===== src/rtl/mips_md_pkg.sv =====
// Shared multiply/divide definitions: op encodings, FSM states, width and sign helpers.
// Combinational helpers only; no latency.
// No flow control here; the controller decodes with these same constants.
package mips_md_pkg;

    localparam int MD_WIDTH = 32;

    typedef enum logic [1:0] {
        MD_MULT  = 2'b00,
        MD_MULTU = 2'b01,
        MD_DIV   = 2'b10,
        MD_DIVU  = 2'b11
    } md_op_e;

    typedef enum logic [1:0] {
        IDLE  = 2'b00,
        CALC  = 2'b01,
        FIXUP = 2'b10
    } md_state_e;

    // Magnitude of an operand; unsigned ops pass straight through.
    // 0x80000000 maps to itself, which is its correct unsigned magnitude.
    function automatic logic [MD_WIDTH-1:0] abs_val(input logic [MD_WIDTH-1:0] x,
                                                    input logic            is_signed);
        return (is_signed && x[MD_WIDTH-1]) ? (~x + 1'b1) : x;
    endfunction

    function automatic logic [MD_WIDTH-1:0] negate_w(input logic [MD_WIDTH-1:0] x);
        return ~x + 1'b1;
    endfunction

    function automatic logic [2*MD_WIDTH-1:0] negate_dw(input logic [2*MD_WIDTH-1:0] x);
        return ~x + 1'b1;
    endfunction

endpackage


===== src/rtl/mul_div_unit_if.sv =====
// Controller <-> multiply/divide unit bundle: launch, MTHI/MTLO writes, HI/LO readback.
// Wires only; no latency.
// Controller stalls on busy; start/hi_we/lo_we are ignored while busy is high.
interface mul_div_unit_if #(parameter int WIDTH = mips_md_pkg::MD_WIDTH);
    import mips_md_pkg::*;

    logic             start;
    md_op_e           op;
    logic [WIDTH-1:0] rs_data;
    logic [WIDTH-1:0] rt_data;
    logic             hi_we;
    logic             lo_we;
    logic [WIDTH-1:0] wr_data;
    logic [WIDTH-1:0] hi;
    logic [WIDTH-1:0] lo;
    logic             busy;
    logic             done;

    modport master (
        output start, op, rs_data, rt_data, hi_we, lo_we, wr_data,
        input  hi, lo, busy, done
    );

    modport slave (
        input  start, op, rs_data, rt_data, hi_we, lo_we, wr_data,
        output hi, lo, busy, done
    );

endinterface


===== src/rtl/mul_div_unit.sv =====
// Iterative MULT/MULTU/DIV/DIVU unit owning the HI/LO pair, plus MTHI/MTLO writes.
// Latency: fixed WIDTH+1 cycles from start acceptance to HI/LO update (33 at WIDTH=32).
// Backpressure: busy stalls the controller; start and MT writes are dropped while busy.
module mul_div_unit
    import mips_md_pkg::*;
#(
    // Sign helpers are sized by MD_WIDTH; change the package constant to resize.
    parameter int WIDTH = MD_WIDTH
) (
    input  logic           clk,
    input  logic           rst,
    mul_div_unit_if.slave  md
);

    localparam int CW = $clog2(WIDTH + 1);

    md_state_e          state_q, state_d;
    logic [CW-1:0]      count_q;
    md_op_e             op_q;
    logic [WIDTH-1:0]   mag_q;      // multiplicand (mul) or divisor (div) magnitude
    logic [2*WIDTH-1:0] acc_q;      // mul: {partial product, multiplier}; div: {remainder, dividend/quotient}
    logic               neg_res_q;  // negate product / quotient at fixup
    logic               neg_rem_q;  // negate remainder at fixup
    logic [WIDTH-1:0]   hi_q, lo_q;
    logic               done_q;

    logic               in_signed, in_div, rs_neg, rt_neg;
    logic [WIDTH-1:0]   rs_abs, rt_abs;
    logic               is_div_q;
    logic [WIDTH:0]     mul_sum, div_shift, div_trial;
    logic               div_ok;
    logic [2*WIDTH-1:0] acc_next, prod;
    logic [WIDTH-1:0]   fix_hi, fix_lo;

    // Decode the incoming op and form operand magnitudes and signs.
    always_comb begin
        in_signed = (md.op == MD_MULT) || (md.op == MD_DIV);
        in_div    = (md.op == MD_DIV) || (md.op == MD_DIVU);
        rs_neg    = in_signed && md.rs_data[WIDTH-1];
        rt_neg    = in_signed && md.rt_data[WIDTH-1];
        rs_abs    = abs_val(md.rs_data, in_signed);
        rt_abs    = abs_val(md.rt_data, in_signed);
    end

    // One shift-add or restoring-divide step; a zero divisor always "fits",
    // giving an all-ones quotient and the dividend magnitude as remainder.
    always_comb begin
        is_div_q  = (op_q == MD_DIV) || (op_q == MD_DIVU);
        mul_sum   = {1'b0, acc_q[2*WIDTH-1:WIDTH]} + (acc_q[0] ? {1'b0, mag_q} : '0);
        div_shift = {acc_q[2*WIDTH-1:WIDTH], acc_q[WIDTH-1]};
        div_trial = div_shift - {1'b0, mag_q};
        div_ok    = ~div_trial[WIDTH];
        if (is_div_q) begin
            acc_next = {(div_ok ? div_trial[WIDTH-1:0] : div_shift[WIDTH-1:0]),
                        acc_q[WIDTH-2:0], div_ok};
        end else begin
            acc_next = {mul_sum, acc_q[WIDTH-1:1]};
        end
    end

    // Sign correction of the finished magnitude result.
    always_comb begin
        prod   = neg_res_q ? negate_dw(acc_q) : acc_q;
        fix_hi = prod[2*WIDTH-1:WIDTH];
        fix_lo = prod[WIDTH-1:0];
        if (is_div_q) begin
            fix_lo = neg_res_q ? negate_w(acc_q[WIDTH-1:0]) : acc_q[WIDTH-1:0];
            fix_hi = neg_rem_q ? negate_w(acc_q[2*WIDTH-1:WIDTH]) : acc_q[2*WIDTH-1:WIDTH];
        end
    end

    // Next-state logic: IDLE -> CALC for WIDTH steps -> FIXUP -> IDLE.
    always_comb begin
        state_d = state_q;
        case (state_q)
            IDLE:    if (md.start) state_d = CALC;
            CALC:    if (count_q == CW'(WIDTH - 1)) state_d = FIXUP;
            FIXUP:   state_d = IDLE;
            default: state_d = IDLE;
        endcase
    end

    // State register.
    always_ff @(posedge clk or posedge rst) begin
        if (rst) state_q <= IDLE;
        else     state_q <= state_d;
    end

    // Datapath: operand capture, iteration, result write-back and MT writes.
    always_ff @(posedge clk or posedge rst) begin
        if (rst) begin
            count_q   <= '0;
            op_q      <= MD_MULT;
            mag_q     <= '0;
            acc_q     <= '0;
            neg_res_q <= 1'b0;
            neg_rem_q <= 1'b0;
            hi_q      <= '0;
            lo_q      <= '0;
            done_q    <= 1'b0;
        end else begin
            done_q <= 1'b0;
            case (state_q)
                IDLE: begin
                    if (md.hi_we) hi_q <= md.wr_data;
                    if (md.lo_we) lo_q <= md.wr_data;
                    if (md.start) begin
                        op_q      <= md.op;
                        count_q   <= '0;
                        mag_q     <= in_div ? rt_abs : rs_abs;
                        acc_q     <= {{WIDTH{1'b0}}, (in_div ? rs_abs : rt_abs)};
                        // Divide-by-zero keeps the quotient unnegated (all ones).
                        neg_res_q <= (rs_neg ^ rt_neg) && !(in_div && (md.rt_data == '0));
                        neg_rem_q <= rs_neg;
                    end
                end
                CALC: begin
                    acc_q   <= acc_next;
                    count_q <= count_q + 1'b1;
                end
                FIXUP: begin
                    hi_q    <= fix_hi;
                    lo_q    <= fix_lo;
                    done_q  <= 1'b1;
                    count_q <= '0;
                end
                default: ;
            endcase
        end
    end

    assign md.hi   = hi_q;
    assign md.lo   = lo_q;
    assign md.busy = (state_q != IDLE);
    assign md.done = done_q;

endmodule

===== src/flat_wrapper.sv =====
// flat-port wrapper written by rule: the top's interface ports become plain ports
module mul_div_unit_flat import mips_md_pkg::*;
#(
                                                                                 
    parameter int WIDTH = MD_WIDTH
)
  (clk, rst, md_start, md_op, md_rs_data, md_rt_data, md_hi_we, md_lo_we, md_wr_data, md_hi, md_lo, md_busy, md_done);
  mul_div_unit_if #(.WIDTH(WIDTH)) md_i ();
  input  logic clk;
  input  logic rst;
  input wire logic [$bits(md_i.start)-1:0] md_start;
  input wire logic [$bits(md_i.op)-1:0] md_op;
  input wire logic [$bits(md_i.rs_data)-1:0] md_rs_data;
  input wire logic [$bits(md_i.rt_data)-1:0] md_rt_data;
  input wire logic [$bits(md_i.hi_we)-1:0] md_hi_we;
  input wire logic [$bits(md_i.lo_we)-1:0] md_lo_we;
  input wire logic [$bits(md_i.wr_data)-1:0] md_wr_data;
  output wire logic [$bits(md_i.hi)-1:0] md_hi;
  output wire logic [$bits(md_i.lo)-1:0] md_lo;
  output wire logic [$bits(md_i.busy)-1:0] md_busy;
  output wire logic [$bits(md_i.done)-1:0] md_done;
  assign md_i.start = md_start;
  assign md_i.op = md_op;
  assign md_i.rs_data = md_rs_data;
  assign md_i.rt_data = md_rt_data;
  assign md_i.hi_we = md_hi_we;
  assign md_i.lo_we = md_lo_we;
  assign md_i.wr_data = md_wr_data;
  assign md_hi = md_i.hi;
  assign md_lo = md_i.lo;
  assign md_busy = md_i.busy;
  assign md_done = md_i.done;
  mul_div_unit #(.WIDTH(WIDTH)) u_core (.clk(clk), .rst(rst), .md(md_i));
endmodule

===== config.mk =====
export PLATFORM = sky130hd
export DESIGN_NAME = mul_div_unit_flat
export DESIGN_NICKNAME = d
export VERILOG_FILES = /design/src/rtl/mips_md_pkg.sv /design/src/rtl/mul_div_unit_if.sv /design/src/rtl/mul_div_unit.sv /design/src/flat_wrapper.sv
export SDC_FILE = /design/constraint.sdc
export NUM_CORES = 1
export LEC_CHECK = 0
export CAP_MARGIN = 10
export CORE_ASPECT_RATIO = 1.25
export CORE_MARGIN = 2
export CORE_UTILIZATION = 50
export DETAILED_ROUTE_END_ITERATION = 8
export PLACE_DENSITY_LB_ADDON = 0.05
export SKIP_LAST_GASP = 1
export SLEW_MARGIN = 20
export SYNTH_ARGS = -nofsm -noshare
export SYNTH_HDL_FRONTEND = slang
export SYNTH_SLANG_ARGS = --single-unit

===== constraint.sdc =====
create_clock -name clk -period 5.4 [get_ports clk]
set_clock_uncertainty 0.15 [all_clocks]
set_input_delay 0.54 -clock clk [delete_from_list [all_inputs] [get_ports clk]]
set_output_delay 0.54 -clock clk [all_outputs]
set_load 0.01 [all_outputs]

Word-level counts from Yosys, hierarchy flattened
Index checks and enable logic that the tools add are counted.
- $add $sub $neg: 8
- multipliers: 0
- div/mod/pow operators: 0
- order comparisons: 0
- eq/ne operators: 11
- shift operators: 0
- multiplexer cells: 24
- bitwise gates (word level): 7
- reduce and logical (&&, ||, !) cells: 21
- operators with widths (cell ; count):
    $mux W32 ; 12
    $mux W64 ; 3
    $add A32 B1 Y32 const B ; 4
    $not A32 Y32 ; 4
    $pmux W32 S2 ; 2
    $pmux W64 S2 ; 1
    $add A64 B1 Y64 const B ; 1
    $not A64 Y64 ; 1
    $add A32 B33 Y33 ; 1
    $sub A33 B32 Y33 ; 1
    $logic_not A32 Y1 ; 1
    $pmux W6 S3 ; 1
    $reduce_and A2 Y1 ; 6
    $eq A2 B2 Y1 const B ; 5
    $add A6 B1 Y6 const B ; 1
    $eq A6 B5 Y1 const B ; 1
    $mux W6 ; 1
    $ne A2 B2 Y1 const B ; 3
    $reduce_bool A2 Y1 ; 3
    $logic_and A1 B1 Y1 ; 4
    $logic_not A2 Y1 ; 2
    $mux W2 ; 2
    $pmux W2 S2 ; 1
    $logic_or A1 B1 Y1 ; 3
    7 further kinds ; 7
- register bits after elaboration: 173
- latch bits: 0
- memory bits (writable): 0
- ROM bits: 0
- bits of input ports: 103
- output and inout bits: 66
- word-level logic and storage cells: 81
- memories: 0

Depth between registers and ports, before layout
Gate-level depths: netlist of the first run.
- word-level depth: 7
- gate-level depth with buffers: 14
- gate-level depth less buffers: 13

Least setup slack after synthesis of the first run
No wires, ideal clock.
- kind: register to register
- start: reg u_core.acc_q[0]
- end: reg u_core.acc_q[62]
- setup time: 0.126 ns
- arrival time: 3.031 ns
- slack: 2.093 ns
- stages on the path, launching flop included: 14
- path buffers: 2
- period minus slack after synthesis: 3.307 ns
- path through: dfrtp_1 -> inv_1 -> buf_1 -> nor2_1 -> ha_1 -> clkbuf_1 -> nand2_1 -> o21a_1 -> o21ai_0 -> a21oi_1 -> o31ai_1 -> a21oi_1 -> o31a_1 -> a221o_1
- longest elaborated chain between the ends: 4
- ends and longest elaborated chain (element ; line ; RTL):
    start: declaration ; mul_div_unit.sv:21 ; logic [2*WIDTH-1:0] acc_q;
    start signal: assignment ; mul_div_unit.sv:111 ; acc_q <= {{WIDTH{1'b0}}, (in_div ? rs_abs : rt_abs)};
    start signal: assignment ; mul_div_unit.sv:118 ; acc_q <= acc_next;
    $mux W32 ; mul_div_unit.sv:49 ; mul_sum = {1'b0, acc_q[2*WIDTH-1:WIDTH]} + (acc_q[0] ? {1'b0, mag_q} : '0);
    $add A32 B33 Y33 ; mul_div_unit.sv:49 ;
    $mux W64 ; mul_div_unit.sv:53 ; if (is_div_q) begin
    $pmux W64 S2 ; mul_div_unit.sv:103 ; case (state_q)
No other way between the ends.
A chain may end at the register's enable or synchronous reset.

Worst setup path after layout of the first run
- start: reg u_core.acc_q[0]
- end: reg u_core.acc_q[63]
Same word-level chain as after synthesis.

==> results of run 1 <==
==> path summary, 6_finish.rpt <==
kind	endpoint	depth (start not counted)
worst max register to register	u_core.acc_q[63]$_DFFE_PP0P_	13
worst min register to register	u_core.md.lo[30]$_DFFE_PP0P_	2
min in group asynchronous	u_core.acc_q[41]$_DFFE_PP0P_	2
max in group asynchronous	u_core.md.hi[8]$_DFFE_PP0P_	3
worst max-delay path	u_core.acc_q[63]$_DFFE_PP0P_	13
worst min-delay path	u_core.md.lo[30]$_DFFE_PP0P_	2
==> final cells by class <==
class                           count  area, sq um  share of cell area (%)
Tap cell                          396        495.5                   2.875
Multi-Input combinational cell   1523         9713                   56.35
Timing Repair Buffer              192         1857                   10.77
Clock buffer                       18        439.2                   2.548
Inverter                           65        249.0                   1.445
Clock inverter                     14        177.7                   1.031
Sequential cell                   172         4305                   24.98
==> registers in the layout (all words and copies together), names as in the netlist <==
signal	flops
u_core.op_q	1
u_core.acc_q	64
u_core.state_q	2
u_core.neg_res_q	1
u_core.mag_q	32
u_core.neg_rem_q	1
u_core.md.lo	32
u_core.count_q	6
u_core.md.done	1
u_core.md.hi	32
==> layer usage <==
layer / track usage, % / up-vias
met5: 0 / -
met4: 20.07 / 0
met3: 3.995 / 125
met2: 53.91 / 615
met1: 42.22 / 6896
li1: - / 6975
==> layout by cell type, fill, tap and decap left out, drive strengths merged, types with 11 or more instances in the layout <==
cell           Yosys  layout
mux2i             55      55
nor2b             14      14
or4               13      13
and3              14      14
a31oi             33      33
xor2              76      76
a221oi            12      12
nand2            205     205
xnor2             96      96
nand3             17      17
o41ai             11      11
inv               64      69
o21ai            192     192
a211oi            30      30
o31ai             35      35
ha                69      69
nor2             198     198
nor4              18      18
o211ai            29      29
buf               17      25
a22oi             27      27
a21o              26      26
nor3              38      38
a21oi            163     163
nand2b            20      20
clkbuf            95      18
clkdlybuf4s50      0     167
dfrtp            172     172
or3               13      13
==> tightest hold or removal path, stage by stage (launching register included) <==
cell     delay [ps]
dfrtp_1         340
nand2_1          50
o31ai_1          50
==> logic make-up (layout without fill, tap and decap cells) <==
group           Yosys count  in the layout
fa+ha+maj                71             71
flops                   172            172
simple gates            592            592
buf+inv                 177            289
mux                      59             59
compound gates          629            629
xor+xnor                172            172
==> power by group through the flow <==
stage | Combinational, mW | Clock, mW | Sequential [mW]
after global routing | 8.82 | 1.36 | 2.89
after detailed placement | 7.92 | 0 | 2.81
after floorplan | 5.54 | 0 | 2.56
final | 8.06 | 1.31 | 2.81
after CTS | 7.96 | 1.32 | 2.79
after global placement | 7.85 | 0 | 2.79
==> flow_metrics.py, run 1 <==
metrics = {
    "outcome": {
        "status": "complete, no violations",
    },
    "place": {
        "post_dp_cell_area_sq_um": 16620,
        "io_buffer_count": 168,
        "gp_congestion": 0.9692,
        "dp.final_hpwl_um": 39880,
        "dpl.cell_count": 2348,
        "dpl_worst_slack_ps": 1307,
    },
    "logic_synthesis": {
        "synthSimpleGateAreaFrac_pct": 18.87,
        "synth_async_sr_flop_share_pct": 100.0,
        "syn_nets": 2046,
        "synth_enable_flop_cells": 0,
        "yosysMostFrequentCell": "nand2_1",
        "yosys-top-cells-area": "dfrtp_1 29%, o21ai_0 6.4%, ha_1 5.9%",
        "synth_common_cells": "204 x nand2_1, 198 x nor2_1, 187 x o21ai_0, 172 x dfrtp_1, 162 x a21oi_1",
        "ys_types": 79,
        "synth_area_sq_um": 14650,
        "synth-compound-area-share_pct": 26.64,
        "synth-seq-area-share_pct": 29.37,
        "fraction_of_synthesized_cell_area_taken_by_the_top_area_cell_type_pct": 29.37,
        "yosys-mux-area-fraction_pct": 4.064,
        "combinational_family_with_the_most_area_after_synthesis": "compound AO/OA/AOI/OAI gates",
        "syn_inst_count": 1872,
        "synthFlopType": "dfrtp_1",
        "synth-seq-cells": 172,
        "postSynthAreaPerCell_sq_um": 7.828,
        "synth-warning-count": 0,
        "post_synth_fa_ha_maj_area_fraction_pct": 6.165,
        "synth_xor_area_share_pct": 10.28,
        "biggest_area_consumer_among_synthesized_cells": "dfrtp_1",
    },
    "critical_path": {
        "timing.critical_path.fanout_max": 6,
        "critical-path-slowest-cell": "o21ai_0",
        "critPathBufInv": 1,
        "critical_path_arrival_ps": 4450,
        "timing_worst_setup_path_type": "flop to flop",
        "critical_path.reg2reg.startpoint": "u_core.acc_q[0]$_DFFE_PP0P_",
        "worst_path_top_cell_family_by_delay": "compound AO/OA/AOI/OAI gates",
        "setup.worst_path.start": "u_core.acc_q[0]$_DFFE_PP0P_",
        "worst_setup_path_end_kind": "flop",
        "startpoint_type": "flop",
        "worstPathCellList": "and2_1 > ha_1 > inv_1 > fa_1 > nor2b_1 > o2111ai_1 > a21boi_0 > a311oi_1 > o21ai_0 > a21boi_0 > o41ai_1 > nand2_1 > o21ai_0",
        "worst-r2r-setup-slack_ps": 1170,
        "worst_path_largest_cell_delay_ps": 690,
        "worst_ep_required_time_ps": 5620,
    },
    "clock_tree": {
        "cts_made_buffers": 17,
        "clock_latency_reported_for_the_late_side_of_the_worst_skew_pair_ps": 450,
        "ctsResizeCount": 0,
        "holdBufCountCts": 0,
        "cts_setup_buffers": 0,
        "root_buffer": "clkbuf_16",
        "htree_num_levels": 4,
        "cts_tree": "built",
        "cts.sink_count": 172,
        "cts-root-to-sink-buffers": 2,
        "path_clk_slew_ps": 80,
    },
    "timing": {
        "clock.fmax_ghz": 0.2366,
        "final_hold_viol_count": 0,
        "hold_slack_ps": 328.8,
        "setup_viol": 0,
        "tightest_slew_ps": 997.1,
        "period_needed_ps": 4226,
        "final.setup.worst_slack_ps": 1174,
        "min_period_over_period_pct": 78.26,
        "totalNegativeSetupSlack_ps": 0,
        "slew_headroom_pct": 33.52,
        "rsz0062_at_grt": "false",
        "slew_violations": 0,
    },
    "route": {
        "detailedRoute.firstIterationViolations": 1273,
        "drt-total-wl_um": 51080,
        "routed-wl-met3_um": 2985,
        "m1WireLength_um": 20900,
        "drtAntennaViolNets": 0,
        "dr_total_vias": 14611,
        "highest_layer": "met4",
        "met2_wirelength_um": 23750,
        "drc": 0,
        "post_drt_via_cell_ratio": 6.139,
        "wl_per_cell_um": 21.46,
        "drt_first_pass_iters": 5,
    },
    "layout": {
        "layoutNonFillerInstCount": 2380,
        "share_of_the_core_filled_with_cells_in_the_final_layout_pct": 59.28,
        "design_area_sq_um": 17240,
        "design.final.nets": 2145,
        "syn_to_final_growth_pct": 17.62,
        "antenna-diode-count": 0,
        "layout_cells_sized_above_1_pct": 5.040,
        "fill_cells": 2720,
    },
    "power_and_ir_drop": {
        "power.total_mw": 12.18,
        "power.share.combinational_pct": 66.2,
        "share_seq_of_total_power_pct": 23.1,
        "p_int_mw": 5.930,
        "power.density_nw_per_um2": 706.7,
        "clock_network_fraction_of_design_power_pct": 10.7,
        "worst_ir_drop_on_vdd_uv": 265.9,
        "switching_share_pct": 51.32,
        "p_sw_mw": 6.252,
        "p_leak_nw": 7.122,
    },
    "die": {
        "dieWidth_um": 157.1,
        "design.core.area_sq_um": 29080,
        "floorplan.io_pins": 169,
        "initial_utilization_pct": 50.40,
        "die_area_sq_um": 30700,
        "row_cnt": 70,
        "die_height_um": 195.4,
    },
    "global_routing": {
        "grt_pass1_vias": 13714,
        "grt_antenna_before_repair": 0,
        "global_route_wire_length_before_repair_um": 77980,
        "grt-ovfl-total": 0,
        "grt_max_degree": 102,
        "global_route_usage_sum_pct": 33.23,
    },
    "worst_hold_path": {
        "min-delay-path-class": "flop to flop",
        "hold_start": "u_core.md.lo[30]$_DFFE_PP0P_",
    },
    "run": {
        "timing.max_cap.violations": 0,
    },
}
Power figures use the tool's default switching activity.
==> inputs of run 2 (changes only) <==
Clock period 5.4 ns to 3.83 ns, I/O delays scaled along.
==> run 2 against run 1 <==
Effect of this change: highest routed layer unchanged; via count is 1.0% higher; combinational power is 51% higher; non-clock buffer count is 61 higher; first-iteration DRC count is 4.9% higher; cell count is 2.6% higher; critical path depth stayed put; global-route usage is 0.45 points higher; maximum frequency is 14% higher; final area is 2.8% higher; core utilization is 1.6 points higher; largest power group unchanged; power is 45% higher.
==> flow_metrics.py, run 2 (synthesis gave the netlist of run 1 again) <==
metrics = {
    "outcome": {
        "status": "complete, no violations",
    },
    "power_and_ir_drop": {
        "power.density_nw_per_um2": 996.8,
        "power.share.combinational_pct": 69.1,
        "p_sw_mw": 8.895,
        "worst_ir_drop_on_vdd_uv": 658.4,
        "p_leak_nw": 7.421,
        "p_int_mw": 8.759,
        "clock_network_fraction_of_design_power_pct": 9.9,
        "power.total_mw": 17.65,
        "switching_share_pct": 50.39,
        "share_seq_of_total_power_pct": 21.0,
    },
    "place": {
        "io_buffer_count": 168,
        "dpl.cell_count": 2409,
        "gp_congestion": 0.9716,
        "dp.final_hpwl_um": 41170,
    },
    "timing": {
        "final_hold_viol_count": 0,
        "tightest_slew_ps": 869.7,
        "slew_violations": 0,
        "setup_viol": 0,
        "period_needed_ps": 3707,
        "clock.fmax_ghz": 0.2698,
        "min_period_over_period_pct": 96.78,
        "rsz0062_at_grt": "true",
        "slew_headroom_pct": 42.02,
    },
    "critical_path": {
        "r2r_cells": 13,
        "timing_worst_setup_path_type": "flop to flop",
        "startpoint_type": "flop",
        "worstPathCellList": "inv_1 > ha_1 > fa_1 > nand2b_1 > a21oi_1 > o21ai_0 > a21oi_1 > a31oi_1 > xnor2_2 > buf_12 > mux2_2 > a22oi_1 > o21ai_0",
        "worst_setup_path_end_kind": "flop",
        "worst-r2r-setup-slack_ps": 120,
        "worst_path_top_cell_family_by_delay": "compound AO/OA/AOI/OAI gates",
        "worst_path_largest_cell_delay_ps": 390,
        "worst_ep_required_time_ps": 3980,
        "critical_path_arrival_ps": 3850,
        "reg2reg_to": "u_core.acc_q[56]$_DFFE_PP0P_",
        "critical_path_cell_count": 13,
        "critical_path.reg2reg.startpoint": "u_core.acc_q[31]$_DFFE_PP0P_",
        "setup.worst_path.start": "u_core.acc_q[31]$_DFFE_PP0P_",
        "timing.critical_path.fanout_max": 15,
        "critPathBufInv": 2,
        "critical-path-slowest-cell": "fa_1",
    },
    "route": {
        "drt_first_pass_iters": 6,
        "drt-total-wl_um": 51630,
        "drc": 0,
        "post_drt_via_cell_ratio": 6.048,
        "drtAntennaViolNets": 0,
        "dr_total_vias": 14763,
        "detailedRoute.firstIterationViolations": 1335,
        "wl_per_cell_um": 21.15,
    },
    "clock_tree": {
        "cts-root-to-sink-buffers": 2,
        "holdBufCountCts": 0,
        "cts.sink_count": 172,
        "cts_made_buffers": 17,
        "clock_latency_reported_for_the_late_side_of_the_worst_skew_pair_ps": 450,
        "cts_tree": "built",
        "root_buffer": "clkbuf_16",
        "path_clk_slew_ps": 80,
        "htree_num_levels": 4,
    },
    "worst_hold_path": {
        "min-delay-path-class": "input port to async pin",
    },
    "die": {
        "row_cnt": 70,
        "die_height_um": 195.4,
        "die_area_sq_um": 30700,
        "dieWidth_um": 157.1,
        "design.core.area_sq_um": 29080,
        "floorplan.io_pins": 169,
        "initial_utilization_pct": 50.40,
    },
    "global_routing": {
        "global_route_wire_length_before_repair_um": 79000,
        "grt_max_degree": 101,
        "global_route_usage_sum_pct": 33.69,
        "grt_pass1_vias": 13895,
        "grt_antenna_before_repair": 0,
        "grt-ovfl-total": 0,
    },
    "layout": {
        "design.final.nets": 2206,
        "layout_cells_sized_above_1_pct": 7.873,
        "syn_to_final_growth_pct": 20.86,
        "antenna-diode-count": 0,
        "layoutNonFillerInstCount": 2441,
        "commonest_non_fill_non_tap_cell_in_the_layout": "nand2_1",
        "top_register": "u_core.acc_q",
        "final_cell_mix": "203 x nand2_1, 196 x nor2_1, 187 x o21ai_0, 171 x dfrtp_1, 167 x clkdlybuf4s50_1",
        "largest_register_ff_count": 64,
    },
    "run": {
        "timing.max_cap.violations": 0,
    },
}
[run 2: cell types whose count changed in the layout (fill, tap and decap cells not counted), moves of 2 or more]
cell | previous run | this run
buf_4 | 24 | 81
clkinv_4 | 1 | 3
inv_6 | 3 | 1
buf_12 | 0 | 4
[run 2: metrics by stage]
stage          util (%)  setup TNS (ps)  worst slack, ps  hold WS, ps  cell area, sq um
3_5_place_dp      58.89               0            229.3        315.1             17130
6_report          60.91               0            123.1        228.9             17710
2_1_floorplan         -               0            523.2        293.3             14660
5_1_grt           60.91          -35.46           -35.46        292.4             17710
4_1_cts           60.89               0            216.2        252.4             17710
3_3_place_gp      58.89               0            339.8        311.1             17130
[run 2: layout make-up]
cell class,instances,area (sq um)
clock buffer,18,429.2
multi-input combinational,1523,9717
tap,396,495.5
inverter,65,247.7
timing repair buffer,253,2365
clock inverter,14,151.4
fill,2771,11370
sequential,172,4305
[run 2: worst max-delay path by stage]
stage,slack [ps],endpoint
finish,120,u_core.acc_q[56]$_DFFE_PP0P_
global route,-40,u_core.acc_q[55]$_DFFE_PP0P_
CTS,220,u_core.acc_q[62]$_DFFE_PP0P_
detailed placement,230,u_core.acc_q[62]$_DFFE_PP0P_
global placement,340,u_core.acc_q[27]$_DFFE_PP0P_
floorplan,520,u_core.acc_q[62]$_DFFE_PP0P_
[run 2: what timing repair did]
item                       in CTS  in global routing
setup endpoints to repair       0                  2
resized for setup               0                  1
setup buffers                   0                  0
[run 2: worst reg2reg max path: stages (launching register included)]
cell,delay [ps]
dfrtp_1,350
inv_1,120
ha_1,250
fa_1,390
nand2b_1,200
a21oi_1,280
o21ai_0,170
a21oi_1,380
a31oi_1,190
xnor2_2,290
buf_12,190
mux2_2,340
a22oi_1,140
o21ai_0,100
[run 2: power groups by stage]
stage,Clock [mW],Sequential [mW],Combinational [mW]
floorplan,0,3.60,7.82
global placement,0,3.68,11.9
detailed placement,0,3.71,12.0
CTS,1.77,3.68,12.0
global route,1.84,3.81,13.3
finish,1.75,3.71,12.2
[run 2: layer usage]
layer	vias to the layer above	global-route usage, %	part of all wire, %
li1	7073	-	-
met1	6999	42.50	41
met2	556	54.11	46
met3	135	5.726	6.1
met4	0	19.60	6.5
met5	-	0	0
